File: config.mk
export PLATFORM = sky130hd
export DESIGN_NAME = int_sched
export DESIGN_NICKNAME = d
export VERILOG_FILES = /design/src/rtl/int_sched.sv
export SDC_FILE = /design/constraint.sdc
export NUM_CORES = 1
export LEC_CHECK = 0
export CAP_MARGIN = 5
export CORE_MARGIN = 2
export CORE_UTILIZATION = 47
export CTS_CLUSTER_SIZE = 25
export DETAILED_ROUTE_END_ITERATION = 7
export MAX_ROUTING_LAYER = met4
export PLACE_DENSITY_LB_ADDON = 0.15
export SLEW_MARGIN = 20
export SYNTH_ARGS = -nofsm -noshare
export SYNTH_HDL_FRONTEND = slang
export SYNTH_SLANG_ARGS = --single-unit
File: constraint.sdc
create_clock -name T3 -period 3.8 [get_ports T3]
set_input_delay 1.14 -clock T3 [delete_from_list [all_inputs] [get_ports T3]]
set_output_delay 1.14 -clock T3 [all_outputs]
set_load 0.005 [all_outputs]
File: src/rtl/int_sched.sv
// Vectored interrupt scheduler: captures request edges, picks the highest-priority
// eligible source, and hands the controller a vector on acknowledge.
module int_sched #(
  parameter int          NREQ     = 4,
  parameter logic [7:0]  VEC_BASE = 8'hE0,
  localparam int         IDW      = (NREQ > 1) ? $clog2(NREQ) : 1
) (
  input  logic            T3,
  input  logic            CLR,
  input  logic [NREQ-1:0] IRQ,
  input  logic            LDEN,
  input  logic [NREQ-1:0] EN_IN,
  input  logic            EI_SET,
  input  logic            EI_CLR,
  input  logic            INTA,
  input  logic            IRET,
  output logic            INTR,
  output logic            VEC_VALID,
  output logic [7:0]      VECTOR,
  output logic [IDW-1:0]  ACT_ID,
  output logic [NREQ-1:0] PEND,
  output logic [NREQ-1:0] ISR,
  output logic            IE
);

  typedef enum logic [1:0] {IDLE, ASSERT, VEC} state_t;

  state_t          state_reg, state_next;
  logic [NREQ-1:0] irq_q_reg, pend_reg, pend_next, en_reg, en_next, isr_reg, isr_next;
  logic            ie_reg, ie_next, arm_reg;
  logic            intr_reg, intr_next, vec_valid_reg, vec_valid_next;
  logic [7:0]      vector_reg, vector_next;
  logic [IDW-1:0]  act_id_reg, act_id_next;

  logic [NREQ-1:0] capture, elig, below_isr, win_onehot, iret_clr;
  logic [IDW-1:0]  win_id;
  logic            win_any, ack;

  function automatic logic [NREQ-1:0] lowest_bit(input logic [NREQ-1:0] v);
    return v & (~v + NREQ'(1));
  endfunction

  // Capture is held off for the first edge after reset so lines already high are ignored.
  genvar gi;
  generate
    for (gi = 0; gi < NREQ; gi++) begin : g_cap
      assign capture[gi] = arm_reg & IRQ[gi] & ~irq_q_reg[gi];
    end
  endgenerate

  // Only sources strictly above the highest-priority in-service source may nest.
  assign below_isr  = lowest_bit(isr_reg) - NREQ'(1);
  assign elig       = pend_reg & en_reg & ~isr_reg;
  assign win_onehot = lowest_bit(elig & below_isr);
  assign win_any    = |win_onehot;
  assign iret_clr   = IRET ? lowest_bit(isr_reg) : '0;

  always_comb begin
    win_id = '0;
    for (int i = 0; i < NREQ; i++) begin
      if (win_onehot[i]) win_id = win_id | IDW'(i);
    end
  end

  always_comb begin
    state_next = state_reg;
    ack        = 1'b0;
    case (state_reg)
      IDLE:    if (ie_reg && win_any) state_next = ASSERT;
      ASSERT: begin
        if (!ie_reg || !win_any) begin
          state_next = IDLE;
        end else if (INTA) begin
          ack        = 1'b1;
          state_next = VEC;
        end
      end
      VEC:     state_next = IDLE;
      default: state_next = IDLE;
    endcase
  end

  always_comb begin
    pend_next      = (pend_reg & ~(ack ? win_onehot : '0)) | capture;
    isr_next       = (isr_reg & ~iret_clr) | (ack ? win_onehot : '0);
    en_next        = LDEN ? EN_IN : en_reg;
    ie_next        = ie_reg;
    if (ack)                 ie_next = 1'b0;
    else if (EI_CLR)         ie_next = 1'b0;
    else if (IRET || EI_SET) ie_next = 1'b1;
    act_id_next    = ack ? win_id : act_id_reg;
    vector_next    = ack ? VEC_BASE + {{(6-IDW){1'b0}}, win_id, 2'b00} : vector_reg;
    intr_next      = (state_next == ASSERT);
    vec_valid_next = (state_next == VEC);
  end

  always_ff @(negedge T3 or negedge CLR) begin
    if (!CLR) begin
      state_reg     <= IDLE;
      irq_q_reg     <= '0;
      pend_reg      <= '0;
      en_reg        <= '0;
      isr_reg       <= '0;
      ie_reg        <= 1'b0;
      arm_reg       <= 1'b0;
      intr_reg      <= 1'b0;
      vec_valid_reg <= 1'b0;
      vector_reg    <= '0;
      act_id_reg    <= '0;
    end else begin
      state_reg     <= state_next;
      irq_q_reg     <= IRQ;
      pend_reg      <= pend_next;
      en_reg        <= en_next;
      isr_reg       <= isr_next;
      ie_reg        <= ie_next;
      arm_reg       <= 1'b1;
      intr_reg      <= intr_next;
      vec_valid_reg <= vec_valid_next;
      vector_reg    <= vector_next;
      act_id_reg    <= act_id_next;
    end
  end

  assign INTR      = intr_reg;
  assign VEC_VALID = vec_valid_reg;
  assign VECTOR    = vector_reg;
  assign ACT_ID    = act_id_reg;
  assign PEND      = pend_reg;
  assign ISR       = isr_reg;
  assign IE        = ie_reg;

endmodule
Word-level counts from Yosys, hierarchy flattened:

Cells that the tools add are included.

* logic and storage cells: 66
* bits of input ports: 15
* bits in registers: 32

* multiplexer cells: 15
* eq/ne operators: 3
* reductions and logical operators: 8
* bitwise gates (word level): 25
* add/subtract/negate cells: 4

Operator list (count)
* bitwise AND 4 bit: 7
* NOT 4 bit: 4
* 2-to-1 mux 2 bit: 5
* adder 4 x 1 -> 4 bit, second input constant: 2
* bitwise AND 1 bit: 8
* 2-to-1 mux 4 bit: 2
* bitwise OR 4 bit: 2
* adder 6 x 5 -> 7 bit, first input constant: 1
* 2-to-1 mux 1 bit: 7
* equality test 2 x 1 -> 1 bit, second input constant: 2
* NOT 1 bit: 4
* case mux 2 bit (2 select lines): 1
* OR reduction 4 bit: 1
* subtractor 4 x 1 -> 4 bit, second input constant: 1
* nonzero test 3 bit: 1
* equality test 2 bit, second input constant: 1
* zero test 1 bit: 2
* zero test 2 bit: 1
* logical OR 1 bit: 2
* logical AND 1 bit: 1

Logic depth before layout (Yosys ltp):

Gate-level depths: netlist of the first run.

* word-level depth: 17
* gate-level depth with buffers: 5
* gate-level depth less buffers: 4

==> impl_metrics.tcl, run 1 <==
set metrics [dict create \
    cts_tree "built" \
    core_mm2 0.00215 \
    grt_pass1_vias 808 \
    rows 17 \
    nFillCells 178 \
    synth_top_area_share_pct 60.2 \
    hold_buffers 0 \
    place_worst_setup_slack_ps -628 \
    synth_edf_count 0 \
    synth_area_leader_cell "dfrtn_1" \
    clk_latency_ps 310 \
    drv_slew 0 \
    overflow 0 \
    cts.path.max_buffers 2 \
    dr.pass1.iters 4 \
    critPathMaxFanout 2 \
    critPathCaptureType "output port" \
    gp_congestion 0.794 \
    start_kind "flop" \
    finalNetCount 157 \
    status "finished with violations" \
    layout-drive-gt1-share_pct 41.8 \
    setup_violations 18 \
    hold_slack_ps 376 \
    grt_start_max_net_pins 26 \
    synthFlopType "dfrtn_1" \
    hold_viol_final 0 \
    violations "negative setup slack" \
    multi_input_area_um2 377 \
    cts_root_buffer "clkbuf_4" \
    rsz0062_at_grt "yes" \
    area_growth_syn_to_layout_pct 45.5 \
    setup_slack_ps -176 \
    die_height_um 51.0 \
    grt_pass1_wl_mm 3.64 \
    ys_ff_latch 25 \
    vias 838 \
    synth_area_per_cell_um2 12.0 \
    finalSetupTns_ps -1830 \
    arrival_ps 2840 \
    route.detailed.drc 0 \
    p_leak_nw 0.722 \
    hpwlAfterDp_mm 1.56 \
    seq_area_um2 626 \
    routed_via_density 4.96 \
    fp.dieArea_mm2 0.00260 \
    ctsHtreeMaxLevel 1 \
    start_util_pct 48.4 \
    mostFrequentLayoutCell "dfrtn_1" \
    maxCapViolations 0 \
    drtAntennaViolNets 0 \
    synth_area_mm2 0.00104 \
    power_uw 710 \
    ys_warn_count 0 \
    cp.required_ps 2660 \
    ir_drop_v 0.000273 \
    layout_common_cells "dfrtn_1, buf_4, buf_2, clkdlybuf4s50_1, nand2_1" \
    path_class "flop to output port" \
    grtUsageTotal_pct 19.5 \
    dp.cells 156 \
    wire_per_inst_um 12.9 \
    final.setup_skew_ps 6.53 \
    hold_class "flop to flop" \
    die_w_um 51.0 \
    synth_cells 87 \
    cts.sinks 25 \
    io_pins 36 \
    power.density_mw_per_mm2 470 \
    synth.distinct_cells 29 \
    async_flop_share_pct 100 \
    cts_buffers 3 \
    io_buffers 32 \
    antenna_cells 0 \
    instances_no_fill 169 \
    drtIter0Drc 5 \
    synth.top_cells.by_area "dfrtn_1, buf_4, mux2_2, nand2_1, o21ai_0" \
    routed_wl_mm 2.18 \
    seq_area_frac_synth_pct 60.2 \
    clkSlewWorstSetupHoldPaths_ps 90 \
    r2r_setup_slack_ps 2050 \
    antenna_found_initial 0 \
]
## per-stage QoR
stage | utilization, % | instance area (um2)
after CTS | 68.6 | 1470
after detailed placement | 68.5 | 1470
after global routing | 70.4 | 1510
after floorplan | - | 1050
after global placement | 68.5 | 1470
final | 70.4 | 1510
## cell families after synthesis
family	Yosys count	share of synthesized area [%]
DFF	25	60.2
buffers and inverters	9	5.78
other	2	0.722
muxes	4	4.33
and+or+nand+nor	30	17.0
AOI/OAI and AO/OA	17	12.0
## path summary, 6_finish.rpt
check                             start   endpoint  depth (start not counted)
max                           ACT_ID[0]  VECTOR[2]                          2
min in group asynchronous           CLR  en_reg[0]                          2
max reg2reg                      ISR[1]    PEND[2]                          5
min                        irq_q_reg[2]    PEND[2]                          1
max in group asynchronous           CLR     ISR[2]                          2
min reg2reg                irq_q_reg[2]    PEND[2]                          1
## critical path: stages (launching register included)
cell	delay, ps
dfrtn_1	440
buf_6	110
buf_6	80
## cell type report
type	count	area share (%)
Multi-Input combinational cell	55	24.9
Sequential cell	25	41.4
Timing Repair Buffer	56	29.2
Clock buffer	3	1.49
Tap cell	28	2.32
Clock inverter	1	0.496
Inverter	1	0.248
## report_power, final
| part | internal [mW] | total, mW | switching, mW |
|---|---|---|---|
| Clock | 0.0403 | 0.120 | 0.0793 |
| Combinational | 0.167 | 0.264 | 0.0973 |
| Sequential | 0.306 | 0.326 | 0.0209 |
## cells in the mapped netlist, drive strengths merged, types with 2 or more instances
library cell	number
or3b	2
nor3	4
or2	2
conb	2
and4b	2
buf	7
o21ai	5
o2bb2ai	2
a31oi	2
a2bb2oi	2
nand3	2
o22a	2
mux2	4
dfrtn	25
nand2	12
nand4b	2
a21oi	3
## per-layer routing
layer / wire length [um] / global-route usage (%) / share of wire, %
met5: 0 / - / 0
met1: 868 / 23.7 / 40
met4: 51 / 10.4 / 2.3
met3: 131 / 4.68 / 6.0
met2: 1130 / 30.1 / 52
## timing repair
item                                    CTS  global route
endpoints found under the setup margin   27            20
pin swaps                                 3             1
setup buffers                             5             4
gates resized for setup                  79             2
(Power assumes the default switching activity.)
==> run 2: changes to the inputs <==
--- a/config.mk
+++ b/config.mk
@@ -5,13 +5,14 @@
 export SDC_FILE = /design/constraint.sdc
 export NUM_CORES = 1
 export LEC_CHECK = 0
-export CAP_MARGIN = 5
 export CORE_MARGIN = 2
 export CORE_UTILIZATION = 47
 export CTS_CLUSTER_SIZE = 25
 export DETAILED_ROUTE_END_ITERATION = 7
+export GPL_TIMING_DRIVEN = 1
 export MAX_ROUTING_LAYER = met4
 export PLACE_DENSITY_LB_ADDON = 0.15
+export RECOVER_POWER = 100
 export SLEW_MARGIN = 20
 export SYNTH_ARGS = -nofsm -noshare
 export SYNTH_HDL_FRONTEND = slang
==> run 2 against run 1 <==
Net effect: the run still ends with negative setup slack left; flip-flop and latch count did not move; first-iteration DRC count unchanged; worst setup slack barely moved; sequential share of layout area is 0.48 points higher; total power shrank 0.56%; critical endpoint unchanged; largest cell class unchanged.
==> impl_metrics.tcl, run 2 (synthesis gave the netlist of run 1 again) <==
set metrics [dict create \
    grtUsageTotal_pct 19.5 \
    hold_slack_ps 376 \
    die_height_um 51.0 \
    critPathMaxFanout 2 \
    hold_class "flop to flop" \
    worstHoldStart "irq_q_reg[2]" \
    arrival_ps 2840 \
    layout-drive-gt1-share_pct 41.8 \
    area_growth_syn_to_layout_pct 43.8 \
    power_uw 707 \
    dr.pass1.iters 4 \
    r2r_start "ISR[1]" \
    maxCapViolations 0 \
    vias 838 \
    critPathSlowestCell "dfrtn_1" \
    hpwlAfterDp_mm 1.56 \
    cp_common_cell "buf_6" \
    wire_per_inst_um 12.9 \
    cp.required_ps 2660 \
    final.setup_skew_ps 5.99 \
    grt_pass1_vias 808 \
    p_leak_nw 0.718 \
    io_buffers 32 \
    antenna_cells 0 \
    cp_cell_sequence "buf_6 > buf_6" \
    hold_depth 1 \
    cts.path.max_buffers 2 \
    critPathCaptureType "output port" \
    drtAntennaViolNets 0 \
    slew_headroom_pct 60.0 \
    start_kind "flop" \
    power.density_mw_per_mm2 473 \
    routed_via_density 4.96 \
    clk_latency_ps 310 \
    rsz0062_at_grt "yes" \
    core_mm2 0.00215 \
    fp.dieArea_mm2 0.00260 \
    instances_no_fill 169 \
    io_pins 36 \
    rows 17 \
    cts_buffers 3 \
    setup_slack_ps -176 \
    hold_buffers 0 \
    r2r_setup_slack_ps 2050 \
    r2r_end "PEND[2]" \
    cts.sinks 25 \
    path_class "flop to output port" \
    route.detailed.drc 0 \
    ir_drop_v 0.000273 \
    grt_start_max_net_pins 26 \
    overflow 0 \
    gp_congestion 0.794 \
    antenna_found_initial 0 \
    die_w_um 51.0 \
    dp.cells 156 \
    setup_violations 20 \
    layout_common_cells "dfrtn_1, buf_4, buf_2, nand2_1, clkdlybuf4s50_1" \
    worst_slew_pin_slew_ps 600 \
    min_to "PEND[2]" \
    violations "negative setup slack" \
    cts_root_buffer "clkbuf_4" \
    mostFrequentLayoutCell "dfrtn_1" \
    fin_util_pct 69.6 \
    drtIter0Drc 5 \
    finalNetCount 157 \
    start_util_pct 48.4 \
    drv_slew 0 \
    hold_viol_final 0 \
    cts_tree "built" \
    grt_pass1_wl_mm 3.64 \
    routed_wl_mm 2.17 \
    ctsHtreeMaxLevel 1 \
    clkSlewWorstSetupHoldPaths_ps 90 \
    cpPeakStageDelay_ps 440 \
    r2r.worst_path.cells 5 \
    status "finished with violations" \
]
==> run 2: layer usage <==
| metal | track usage, % | wire, um | share of wire (%) | up-vias |
|---|---|---|---|---|
| li1 | - | - | - | 406 |
| met1 | 23.7 | 868 | 40 | 393 |
| met2 | 30.1 | 1130 | 52 | 32 |
| met3 | 4.68 | 124 | 5.7 | 7 |
| met4 | 10.4 | 51 | 2.3 | 0 |
| met5 | - | 0 | 0 | - |
==> run 2: cell type report <==
cell class / count / area [um2]
Inverter: 1 / 3.75
Fill cell: 179 / 653
Multi-Input combinational cell: 55 / 377
Sequential cell: 25 / 626
Clock inverter: 1 / 7.51
Clock buffer: 3 / 22.5
Tap cell: 28 / 35.0
Timing Repair Buffer: 56 / 424
==> run 2: how the worst max path moves through the flow <==
stage	start	to	cells past startpoint
floorplan	INTA	PEND[0]	4
global placement	INTA	PEND[2]	4
detailed placement	INTA	PEND[0]	5
CTS	ACT_ID[0]	VECTOR[2]	2
global route	ACT_ID[0]	VECTOR[2]	2
finish	ACT_ID[0]	VECTOR[2]	2
==> run 2: worst max-delay path, delay by kind of cell (launching register included) <==
kind	cells	cell delay, ps
buffers and inverters	2	190
DFF	1	440
==> run 2: repair_timing <==
action                                  in CTS  in global routing
hold endpoints to repair                     0                  0
gates resized for setup                     79                  2
setup buffers                                5                  4
endpoints found under the setup margin      27                 20
pin swaps                                    3                  1
==> run 2: per-stage QoR <==
step / setup WS [ps] / setup TNS [ps] / cell area [um2]
global placement: -564 / -9610 / 1470
floorplan: -27.7 / -63.2 / 1050
global route: -206 / -3060 / 1500
detailed placement: -628 / -10080 / 1470
finish: -176 / -1920 / 1500
CTS: -167 / -2040 / 1470
==> run 2: report_power, final <==
| part | switching [mW] | total, mW | internal [mW] | leakage [nW] |
|---|---|---|---|---|
| Sequential | 0.0209 | 0.326 | 0.306 | 0.297 |
| Clock | 0.0791 | 0.119 | 0.0403 | 0.0139 |
| Combinational | 0.0968 | 0.261 | 0.164 | 0.406 |
| Total | 0.197 | 0.707 | 0.510 | 0.718 |
==> run 3: changes to the inputs <==
--- a/config.mk
+++ b/config.mk
@@ -6,12 +6,12 @@
 export NUM_CORES = 1
 export LEC_CHECK = 0
 export CORE_MARGIN = 2
-export CORE_UTILIZATION = 47
+export CORE_UTILIZATION = 43
 export CTS_CLUSTER_SIZE = 25
 export DETAILED_ROUTE_END_ITERATION = 7
 export GPL_TIMING_DRIVEN = 1
 export MAX_ROUTING_LAYER = met4
-export PLACE_DENSITY_LB_ADDON = 0.15
+export PLACE_DENSITY = 0.77
 export RECOVER_POWER = 100
 export SLEW_MARGIN = 20
 export SYNTH_ARGS = -nofsm -noshare
==> constraint.sdc (replaced) <==
create_clock -name T3 -period 4.2 [get_ports T3]
set_input_delay 1.26 -clock T3 [delete_from_list [all_inputs] [get_ports T3]]
set_output_delay 1.26 -clock T3 [all_outputs]
set_load 0.005 [all_outputs]
==> run 3 against run 2 <==
Net effect: final area is 2.0% higher; count of clock-buffer cells in the layout is 1 higher; sequential share of layout area is 0.82 points lower; critical path depth is 1 higher; largest cell class unchanged; hold slack better by 0.70 ps; highest routed layer unchanged; largest power group unchanged; the run still ends with negative setup slack left.
==> impl_metrics.tcl, run 3 (synthesis gave the netlist of run 1 again) <==
set metrics [dict create \
    overflow 0 \
    io_buffers 32 \
    place_worst_setup_slack_ps -493 \
    path_delay_family "flip-flops" \
    cp.required_ps 2940 \
    slew_headroom_pct 60.1 \
    p_leak_nw 0.737 \
    critPathCaptureType "output port" \
    power.density_mw_per_mm2 414 \
    maxCapViolations 0 \
    hpwlAfterDp_mm 1.62 \
    ctsHtreeMaxLevel 1 \
    cp_cell_sequence "buf_6 > buf_6 > buf_6" \
    min_to "PEND[2]" \
    drtIter0Drc 8 \
    arrival_ps 3110 \
    r2r.worst_path.cells 6 \
    hold_slack_ps 376 \
    critPathMaxFanout 2 \
    grt_start_max_net_pins 26 \
    mostFrequentLayoutCell "dfrtn_1" \
    antenna_cells 0 \
    wl_met2_mm 1.14 \
    setup_slack_ps -167 \
    layout_common_cells "dfrtn_1, buf_4, buf_2, nand2_1, dlygate4sd3_1" \
    clk_latency_ps 300 \
    ir_drop_v 0.000239 \
    r2r_setup_slack_ps 2330 \
    routed_wl_mm 2.33 \
    violations "negative setup slack" \
    vias 880 \
    grt_pass1_wl_mm 3.73 \
    worstHoldStart "irq_q_reg[2]" \
    fp.dieArea_mm2 0.00283 \
    grt_pass1_vias 844 \
    dr.pass1.iters 4 \
    finalNetCount 162 \
    status "finished with violations" \
    critPathBufInv 3 \
    place_area_mm2 0.00146 \
    hold_class "flop to flop" \
    core_mm2 0.00225 \
    hold_depth 1 \
    routed.top_layer "met4" \
    rows 17 \
    drv_slew 0 \
    wl_met3_um 151 \
    start_kind "flop" \
    hold_viol_final 0 \
    critPathSlowestCell "dfrtn_1" \
    finalSetupTns_ps -632 \
    cp_common_cell "buf_6" \
    postLayoutCellArea_mm2 0.00153 \
    cts_buffers 3 \
    io_pins 36 \
    final.setup_skew_ps 5.16 \
    start_util_pct 46.1 \
    cts_tree "built" \
    rsz0062_at_grt "yes" \
    routed_via_density 5.06 \
    area_growth_syn_to_layout_pct 46.7 \
    drtAntennaViolNets 0 \
    critPathLaunch "VECTOR[6]" \
    cts_root_buffer "clkbuf_4" \
    grtUsageTotal_pct 19.2 \
    worst_slew_pin_slew_ps 599 \
    r2r_end "PEND[2]" \
    m1WireLength_um 976 \
    gp_congestion 0.817 \
    die_height_um 53.2 \
    antenna_found_initial 0 \
    path_class "flop to output port" \
    clkSlewWorstSetupHoldPaths_ps 80 \
    die_w_um 53.2 \
    layout-drive-gt1-share_pct 39.0 \
    cpPeakStageDelay_ps 440 \
    route.detailed.drc 0 \
    setup_violations 17 \
    cts.sinks 25 \
    wire_per_inst_um 13.4 \
    r2r_start "ISR[0]" \
    cts.path.max_buffers 2 \
]
==> run 3: changes by cell type in the layout (fill, tap and decap cells not counted), sizes merged <==
cell,previous run,this run
buf,39,40
clkbuf,6,10
clkdlybuf4s50,8,6
clkinvlp,1,0
dlygate4sd2,1,2
dlygate4sd3,5,7
==> run 3: where the power goes <==
part           total, mW  switching, mW  internal (mW)
Sequential         0.295         0.0190          0.276
Combinational      0.232         0.0866          0.145
Clock              0.104         0.0674         0.0371
==> run 3: worst max-delay path by stage <==
stage	end	slack (ps)	cells past startpoint
3_5_place_dp	PEND[0]	-490	5
5_1_grt	VECTOR[7]	-210	3
2_1_floorplan	PEND[3]	20	5
3_3_place_gp	PEND[0]	-470	5
6_report	VECTOR[7]	-170	3
4_1_cts	VECTOR[7]	-180	3
==> run 3: timing repair <==
item                                    in CTS  in global routing
setup buffers                                9                  6
endpoints found under the setup margin      25                 17
resized for setup                           76                  0
hold buffers                                 0                  0
pin swaps                                    2                  0
==> run 3: metal layers <==
layer  up-vias  GRT usage, %
met5         -             -
met4         0          6.84
met3         9          2.54
met2        44          31.7
met1       411          24.2
li1        416             -
==> run 3: layout make-up <==
cell class | count | area, um2
Tap cell | 28 | 35.0
Clock buffer | 4 | 26.3
Timing Repair Buffer | 61 | 458
Inverter | 1 | 3.75
Fill cell | 190 | 729
Multi-Input combinational cell | 55 | 377
Sequential cell | 25 | 626
==> run 3: metrics by stage <==
| step | power (mW) | utilization [%] | std cells |
|---|---|---|---|
| floorplan | 0.390 | - | 89 |
| global placement | 0.501 | 64.9 | 155 |
| detailed placement | 0.506 | 64.9 | 155 |
| CTS | 0.623 | 67.1 | 168 |
| global route | 0.671 | 67.6 | 174 |
| finish | 0.632 | 67.6 | 174 |
